===== src/rtl/banco_arbitro_pkg.sv =====
// Shared types and constants for the two-port register-bank access controller.
// Latency: n/a (declarations only).
// Backpressure: n/a.
`timescale 1ns/1ps
package banco_arbitro_pkg;

    localparam int W_DFLT    = 4;
    localparam int NREG_DFLT = 4;

    localparam logic [1:0] ST_IDLE = 2'd0;
    localparam logic [1:0] ST_ACC  = 2'd1;
    localparam logic [1:0] ST_ACK  = 2'd2;

    localparam logic PORT_A = 1'b0;
    localparam logic PORT_B = 1'b1;

    typedef enum logic [1:0] {
        S_IDLE = ST_IDLE,
        S_ACC  = ST_ACC,
        S_ACK  = ST_ACK
    } state_t;

    // One-hot register enable from a 2-bit address, gated by the write strobe.
    function automatic logic [NREG_DFLT-1:0] addr_dec(input logic [1:0] a, input logic en);
        logic [NREG_DFLT-1:0] v;
        v = '0;
        if (en) begin
            v[a] = 1'b1;
        end
        return v;
    endfunction

endpackage


===== src/rtl/banco_arbitro_bank.sv =====
// Four W-bit registers written through a decoded address, all contents exported.
// Latency: write visible on o_q_all one cycle after i_we is sampled.
// Backpressure: none; every enabled cycle writes.
`timescale 1ns/1ps
module banco_4reg_4b
    import banco_arbitro_pkg::*;
#(
    parameter int W = W_DFLT
) (
    input  logic                   i_clk,
    input  logic                   i_reset,
    input  logic                   i_we,
    input  logic [1:0]             i_waddr,
    input  logic [W-1:0]           i_wdata,
    output logic [NREG_DFLT*W-1:0] o_q_all
);

    logic [W-1:0]         r_q [NREG_DFLT];
    logic [NREG_DFLT-1:0] w_en;

    assign w_en = addr_dec(i_waddr, i_we);

    // Register array: reset wins over any pending write.
    always_ff @(posedge i_clk) begin
        if (i_reset) begin
            for (int i = 0; i < NREG_DFLT; i++) begin
                r_q[i] <= '0;
            end
        end else begin
            for (int i = 0; i < NREG_DFLT; i++) begin
                if (w_en[i]) begin
                    r_q[i] <= i_wdata;
                end
            end
        end
    end

    for (genvar g = 0; g < NREG_DFLT; g++) begin : g_out
        assign o_q_all[g*W +: W] = r_q[g];
    end

endmodule


===== src/rtl/banco_arbitro.sv =====
// Arbitrates ports A/B onto the register bank; each access runs IDLE -> ACC -> ACK.
// Latency: grant one cycle after the request is sampled, ack one cycle later; 3 cycles per access.
// Backpressure: the losing port keeps its level request until granted; BANCO_RR_EN selects round-robin ties.
`timescale 1ns/1ps
module banco_arbitro
    import banco_arbitro_pkg::*;
#(
    parameter int W    = W_DFLT,
    parameter int NREG = NREG_DFLT
) (
    input  logic              clk,
    input  logic              reset,
    input  logic              req_a,
    input  logic              req_b,
    input  logic              we_a,
    input  logic              we_b,
    input  logic [1:0]        addr_a,
    input  logic [1:0]        addr_b,
    input  logic [W-1:0]      wdata_a,
    input  logic [W-1:0]      wdata_b,
    output logic              gnt_a,
    output logic              gnt_b,
    output logic              ack_a,
    output logic              ack_b,
    output logic [W-1:0]      rdata_a,
    output logic [W-1:0]      rdata_b,
    output logic              busy,
    output logic [NREG*W-1:0] q_all
);

    state_t          r_state;
    state_t          w_state_nxt;
    logic            w_req_any;
    logic            w_win_b;
    logic            w_port_nxt;
    logic            w_own;
    logic            w_bank_we;
    logic [W-1:0]    w_rd;
    logic [NREG*W-1:0] w_q_all;

    logic            r_port;
    logic            r_we;
    logic [1:0]      r_addr;
    logic [W-1:0]    r_wdata;

    logic            r_gnt_a;
    logic            r_gnt_b;
    logic            r_ack_a;
    logic            r_ack_b;
    logic            r_busy;
    logic [W-1:0]    r_rdata_a;
    logic [W-1:0]    r_rdata_b;

    assign w_req_any = req_a | req_b;

`ifdef BANCO_RR_EN
    // Set when B won the most recent arbitration; starts as "B served last" so A wins the first tie.
    logic r_last_b;

    assign w_win_b = req_b & (~req_a | ~r_last_b);

    // Pointer moves when a winner is committed, i.e. on entry to ACC.
    always_ff @(posedge clk) begin
        if (reset) begin
            r_last_b <= 1'b1;
        end else if (r_state == S_IDLE && w_req_any) begin
            r_last_b <= w_win_b;
        end
    end
`else
    // Fixed priority: B only wins when A is not asking.
    assign w_win_b = req_b & ~req_a;
`endif

    // Port owning the bank in the next state: fresh winner from IDLE, latched port otherwise.
    assign w_port_nxt = (r_state == S_IDLE) ? w_win_b : r_port;
    assign w_own      = (w_state_nxt != S_IDLE);
    assign w_rd       = w_q_all[int'(r_addr)*W +: W];

    // State register.
    always_ff @(posedge clk) begin
        if (reset) begin
            r_state <= S_IDLE;
        end else begin
            r_state <= w_state_nxt;
        end
    end

    // Next-state decode; the bank write strobe is high only for the ACC cycle of a write.
    always_comb begin
        w_state_nxt = r_state;
        w_bank_we   = 1'b0;
        case (r_state)
            S_IDLE: begin
                if (w_req_any) begin
                    w_state_nxt = S_ACC;
                end
            end
            S_ACC: begin
                w_bank_we   = r_we;
                w_state_nxt = S_ACK;
            end
            S_ACK: begin
                w_state_nxt = S_IDLE;
            end
            default: begin
                w_state_nxt = S_IDLE;
            end
        endcase
    end

    // Command latch: captured once in IDLE, later changes on the winner's inputs are ignored.
    always_ff @(posedge clk) begin
        if (reset) begin
            r_port  <= PORT_A;
            r_we    <= 1'b0;
            r_addr  <= '0;
            r_wdata <= '0;
        end else if (r_state == S_IDLE && w_req_any) begin
            r_port  <= w_win_b;
            r_we    <= w_win_b ? we_b    : we_a;
            r_addr  <= w_win_b ? addr_b  : addr_a;
            r_wdata <= w_win_b ? wdata_b : wdata_a;
        end
    end

    // Registered outputs decoded from the next state so they line up with ACC/ACK.
    always_ff @(posedge clk) begin
        if (reset) begin
            r_gnt_a   <= 1'b0;
            r_gnt_b   <= 1'b0;
            r_ack_a   <= 1'b0;
            r_ack_b   <= 1'b0;
            r_busy    <= 1'b0;
            r_rdata_a <= '0;
            r_rdata_b <= '0;
        end else begin
            r_gnt_a <= w_own & (w_port_nxt == PORT_A);
            r_gnt_b <= w_own & (w_port_nxt == PORT_B);
            r_busy  <= w_own;
            r_ack_a <= (w_state_nxt == S_ACK) & (r_port == PORT_A);
            r_ack_b <= (w_state_nxt == S_ACK) & (r_port == PORT_B);
            if (w_state_nxt == S_ACK && !r_we) begin
                if (r_port == PORT_A) begin
                    r_rdata_a <= w_rd;
                end else begin
                    r_rdata_b <= w_rd;
                end
            end
        end
    end

    banco_4reg_4b #(
        .W (W)
    ) u_bank (
        .i_clk   (clk),
        .i_reset (reset),
        .i_we    (w_bank_we),
        .i_waddr (r_addr),
        .i_wdata (r_wdata),
        .o_q_all (w_q_all)
    );

    assign gnt_a   = r_gnt_a;
    assign gnt_b   = r_gnt_b;
    assign ack_a   = r_ack_a;
    assign ack_b   = r_ack_b;
    assign busy    = r_busy;
    assign rdata_a = r_rdata_a;
    assign rdata_b = r_rdata_b;
    assign q_all   = w_q_all;

endmodule


===== config.mk =====
export PLATFORM = sky130hd
export DESIGN_NAME = banco_arbitro
export DESIGN_NICKNAME = d
export VERILOG_FILES = /design/src/rtl/banco_arbitro_pkg.sv /design/src/rtl/banco_arbitro_bank.sv /design/src/rtl/banco_arbitro.sv
export SDC_FILE = /design/constraint.sdc
export NUM_CORES = 1
export LEC_CHECK = 0
export CAP_MARGIN = 25
export CORE_AREA = 5 5 67 69
export CTS_CLUSTER_SIZE = 16
export DETAILED_ROUTE_END_ITERATION = 10
export DIE_AREA = 0 0 72 74
export PLACE_DENSITY = 0.76
export SETUP_SLACK_MARGIN = 0.15
export SLEW_MARGIN = 10
export SYNTH_ARGS = -nofsm -noshare
export SYNTH_HDL_FRONTEND = slang
export SYNTH_SLANG_ARGS = --single-unit

===== constraint.sdc =====
create_clock -name clk -period 1.8 [get_ports clk]
set_clock_uncertainty 0.2 [all_clocks]
set_input_delay 0.45 -clock clk [delete_from_list [all_inputs] [get_ports clk]]
set_output_delay 0.45 -clock clk [all_outputs]
set_load 0.05 [all_outputs]

Word-level counts from Yosys, hierarchy flattened
Memories as Yosys holds them, arrays and structs flattened.
Cells that the tools add are included.

cells by class
  add/sub/neg operators = 0
  $mul = 0
  divide/modulo/power cells = 0
  $lt $le $gt $ge = 2
  equality and inequality tests = 2
  shift-type cells = 1
  mux-type cells = 28
  bitwise operators = 13
  reduce and logical (&&, ||, !) cells = 8

operator list
  operator            count
  $mux 4              6
  $mux 1              18
  $shiftx 16x5->4     1
  $and 1x1->1         5
  $or 1x1->1          5
  $mux 2              2
  $pmux 2 s2          1
  $reduce_and 2->1    2
  $logic_and 1x1->1   3
  $lt 2x3->1 const B  1
  $not 1->1           3
  $demux 1 s2         1
  $eq 2x1->1 const B  1
  $eq 2x2->1 const B  1
  $ge 2x1->1 const B  1
  $logic_not 2->1     1
  $reduce_bool 2->1   1
  $logic_not 1->1     1

word-level totals
  bits in registers = 23
  bits in latches = 0
  RAM bits = 16
  bits in read-only memories = 0
  bits of input ports = 18
  logic and storage cells = 67
  memories kept = 1

memories
  name        words  bits a word  read ports  clocked after memory_dff  wr ports  line                      RTL
  u_bank.r_q  4      4            4           0                         4         banco_arbitro_bank.sv:18  logic [W-1:0] r_q [NREG_DFLT];

Longest topological paths before layout
  depth in word-level cells = 9
  depth in mapped cells = 5

By module
A second synthesis with hierarchy kept.

unflattened totals
  cells, all modules = 139
  area, all modules = 1692.9 sq um

by module, submodules not included
  module         times used  cells each  area each (sq um)  sequential area each (sq um)
  banco_arbitro  1           94          1058.5             460.4
  banco_4reg_4b  1           45          634.4              480.5

Least setup slack after synthesis
OpenSTA, ideal clock, no wires.

  path type = reg2reg
  start = memory u_bank.r_q[3][0] (netlist bit)
  end = register r_rdata_a[0], in the netlist rdata_a[0]
  setup time = 128 ps
  data arrival time = 1306 ps
  data required time = 1472 ps
  slack = 166 ps
  cell stages (with the launch flop) = 4
  cell sequence = edfxtp_1 > mux4_2 > mux2i_1 > nor2_1

RTL lines
  element               line                      RTL
  from (decl)           banco_arbitro_bank.sv:18
  to (signal assigned)  banco_arbitro.sv:145      r_rdata_a <= w_rd;
  to (decl)             banco_arbitro.sv:51       logic [W-1:0] r_rdata_a;

==> results <==
kinds of logic after synthesis:
family	count (synthesis)
compound gates	21
buf+inv	14
flops	39
mux	21
simple gates	47
worst register-to-register path, stage by stage (launching register included):
cell	delay, ps
sky130_fd_sc_hd__dfxtp_1	340
sky130_fd_sc_hd__buf_4	180
sky130_fd_sc_hd__nor4bb_4	300
sky130_fd_sc_hd__buf_4	180
sky130_fd_sc_hd__mux2i_1	210
sky130_fd_sc_hd__nor2_1	50
area by class of cell:
cell class | count | area share [%]
tap | 50 | 2.31
timing repair buffer | 54 | 30.5
clock buffer | 7 | 3.18
clock inverter | 1 | 0.185
sequential | 39 | 34.9
inverter | 2 | 0.277
multi-input combinational | 89 | 28.6
state kept, by name (all words and copies together) (netlist names):
| register | flops |
|---|---|
| r_wdata | 4 |
| r_we | 1 |
| gnt_a | 1 |
| r_state | 2 |
| gnt_b | 1 |
| rdata_a | 4 |
| rdata_b | 4 |
| u_bank.r_q | 16 |
| ack_a | 1 |
| r_port | 1 |
| ack_b | 1 |
| busy | 1 |
| r_addr | 2 |
what timing repair did:
| item | in CTS | in global routing |
|---|---|---|
| hold buffers | 0 | 0 |
| gates resized for setup | 6 | 15 |
| setup endpoints to repair | 29 | 33 |
| hold endpoints to repair | 0 | 0 |
| setup buffers | 0 | 0 |
| pin swaps | 0 | 2 |
power groups by stage:
stage / Combinational, W / Clock, W / Sequential, W
after floorplan: 0.000196 / 0 / 0.00112
after global placement: 0.000466 / 0 / 0.00105
after detailed placement: 0.000475 / 0 / 0.00106
after CTS: 0.000481 / 0.000604 / 0.00104
after global routing: 0.000522 / 0.000648 / 0.00105
final: 0.000494 / 0.000586 / 0.00104
path summary, 6_finish.rpt:
kind / endpoint / startpoint / cells past startpoint
max: u_bank.r_q[2][2] / reset / 4
min: r_port / req_a / 2
max reg2reg: rdata_b[0] / r_state[0] / 5
min reg2reg: rdata_b[2] / rdata_b[2] / 2
per-stage QoR:
| stage | hold WS [ps] | utilization, % | std cells | power, W |
|---|---|---|---|---|
| detailed placement | 349 | 65.9 | 234 | 0.00153 |
| CTS | 360 | 68.6 | 242 | 0.00212 |
| floorplan | 315 | - | 142 | 0.00132 |
| finish | 239 | 70.3 | 242 | 0.00212 |
| global route | 267 | 70.3 | 242 | 0.00222 |
| global placement | 339 | 65.9 | 234 | 0.00152 |
layer usage:
layer / global-route usage [%] / share of wire [%]
met1: 18.1 / 40
met2: 27.8 / 53
met3: 4.46 / 5.3
met4: 7.31 / 1.9
met5: 0 / 0
synth_stat cells, drive strengths merged:
cell type,number
a211oi,8
a21oi,9
and2,17
buf,10
clkbuf,2
dfxtp,23
edfxtp,16
inv,2
mux2,1
mux2i,16
mux4,4
nand2,2
nand2b,4
nand3b,1
nand4bb,1
nor2,14
nor3,5
nor4b,1
nor4bb,1
o21ai,3
o31ai,1
or2,1
==> impl_summary.txt <==
----------------------------------------------------
[Timing]
  Fraction of the cycle the final worst path needs ... 88.2%
  Worst setup margin ... 213 ps
  Final hold vios ... 0
  Worst-case headroom to the max-slew limit ... 71.8%
  Slew at the pin closest to its max-slew limit ... 420 ps
  RSZ-0062 raised after global routing ... false
  Minimum clock period ... 1590 ps
  Setup-violating endpoint count in the final report ... 0
  Setup TNS ... 0 ps
  Total count of max-transition violations in the final report ... 0
  Timing-limited maximum frequency ... 630 MHz

[Power and ir drop]
  Switch Pwr ... 0.000590 W
  Combinational power share ... 23.3%
  Cell-internal power ... 0.00153 W
  IR drop worst, VDD ... 0.447 mV
  Sequential Power Share ... 49.1%
  Total power divided by cell area ... 783 nW/um^2
  Part of the total power dissipated in the clock network ... 27.6%
  Proportion of total power due to net switching ... 27.8%
  Total leakage power ... 1.04 nW

[Floorplan]
  Num ports ... 47
  Horizontal die dimension ... 72 um
  Effective utilization at floorplan ... 44.9%
  Placeable Area ... 3860 um^2
  Site Rows ... 23
  Area of the die ... 5330 um^2
  Die Y ... 74 um

[Critical path]
  Capturing element type of the critical path ... flip-flop
  Required arrival time at the worst endpoint ... 1760 ps
  Critical path type ... primary input to flip-flop
  FF-to-FF setup slack ... 240 ps
  Critical path startpoint category ... primary input
  Family with the most delay on the worst path ... simple AND/OR/NAND/NOR gates
  Standard cell with the maximum stage delay on the critical path ... sky130_fd_sc_hd__clkdlybuf4s50_1
  Delay of the slowest cell on the worst path ... 460 ps
  Critical Path Fanout Max ... 4
  Critical path buffers and inverters ... 1
  Cells traversed along the worst timing path ... clkdlybuf4s50_1 -> nand4bb_4 -> nor2_1 -> and2_1
  Data arrival, critical path ... 1540 ps

[Yosys]
  Xor/xnor share of the synthesized area ... 0%
  Cells after Synth ... 142
  Share of the synthesized area in compound gates (AO/OA/AOI/OAI) ... 9.39%
  Register bit total from synthesis ... 39
  Count of synthesis-stage warnings from yosys ... 0
  Adder-cell share of the synthesized area ... 0%
  Post-synth design cell area ... 1730 um^2
  Post-synthesis net count ... 160
  Share of cell area taken by muxes after synthesis ... 15.1%
  Count of different cell masters after synthesis ... 28
  Sequential area share after synthesis ... 54.3%
  Largest cells by area after synthesis ... sky130_fd_sc_hd__edfxtp_1 28%, sky130_fd_sc_hd__dfxtp_1 27%, sky130_fd_sc_hd__mux2i_1 9.2%, sky130_fd_sc_hd__and2_1 5.8%, sky130_fd_sc_hd__mux4_2 5.2%
  Cell type with the largest total area after synthesis ... sky130_fd_sc_hd__edfxtp_1
  Largest family of logic cells by synthesized area ... simple AND/OR/NAND/NOR gates
  Area fraction in and, or, nand and nor cells after synthesis ... 16.3%
  Average instance area after synthesis ... 12.2 um^2
  Yosys top cell area share ... 27.7%

[Clock network]
  CTS Root Buffer Type ... sky130_fd_sc_hd__clkbuf_8
  Source-to-sink clock delay at the later pin of the worst-skew pair ... 290 ps
  Clock-pin transition on the worst setup and hold timing paths ... 70 ps
  Maximum clock path buffer count ... 2
  Number of buffers inserted during clock tree synthesis ... 5
  H-Tree Depth ... 2
  CTS tree ... done
  Number of sinks on the clock net ... 39

[Finish]
  Net count of the finished layout ... 209
  Multi-input gate area ... 776 um^2
  Number of filler instances in the final layout ... 267
  Sequential cell area ... 946 um^2
  Final standard cell area without fillers ... 2710 um^2
  Antenna diode count ... 0
  Most common cell after layout, fill and taps aside ... sky130_fd_sc_hd__buf_12
  Area growth from synthesis to layout ... 56.5%
  Layout cell share with drive strength beyond 1 ... 36.5%
  Top library cells by usage in the layout, fill and taps aside ... 30 x sky130_fd_sc_hd__buf_12, 21 x sky130_fd_sc_hd__dfxtp_1, 16 x sky130_fd_sc_hd__and2_1, 16 x sky130_fd_sc_hd__edfxtp_1

[Placement]
  Post-detailed-placement half-perimeter wirelength ... 3090 um
  Routability cong. ... 0.785
  Number of buffer cells added on primary ports ... 46
  Instance area after placement ... 2540 um^2
  Worst-case setup slack after placement ... -179 ps

[Outcome]
  Run status ... completed

[GRT]
  Number of global-route vias before repair ... 1334
  Overflow left after global routing ... 0
  Largest net degree at the start of global routing ... 16
  Global router's overall resource usage ... 15.9%
  Number of antenna violations at the first check in global routing ... 0
  First-pass GRT wire length ... 6340 um

[Drt]
  Post-route DRC ... 0
  Total number of vias ... 1245
  Post-DR wirelength/cell ... 16.1 um
  Detailed router's first-iteration violation count ... 67
  WL final ... 3900 um
  Detailed-route vias per instance ... 5.14
  Number of antenna-violating nets in the routed design ... 0
  Drt first pass iters ... 6

[Run]
  Maxcap violations ... 0

[Hold path]
  Type of the worst min-delay path ... primary input to flip-flop

----------------------------------------------------
Power figures use the tool's default switching activity.
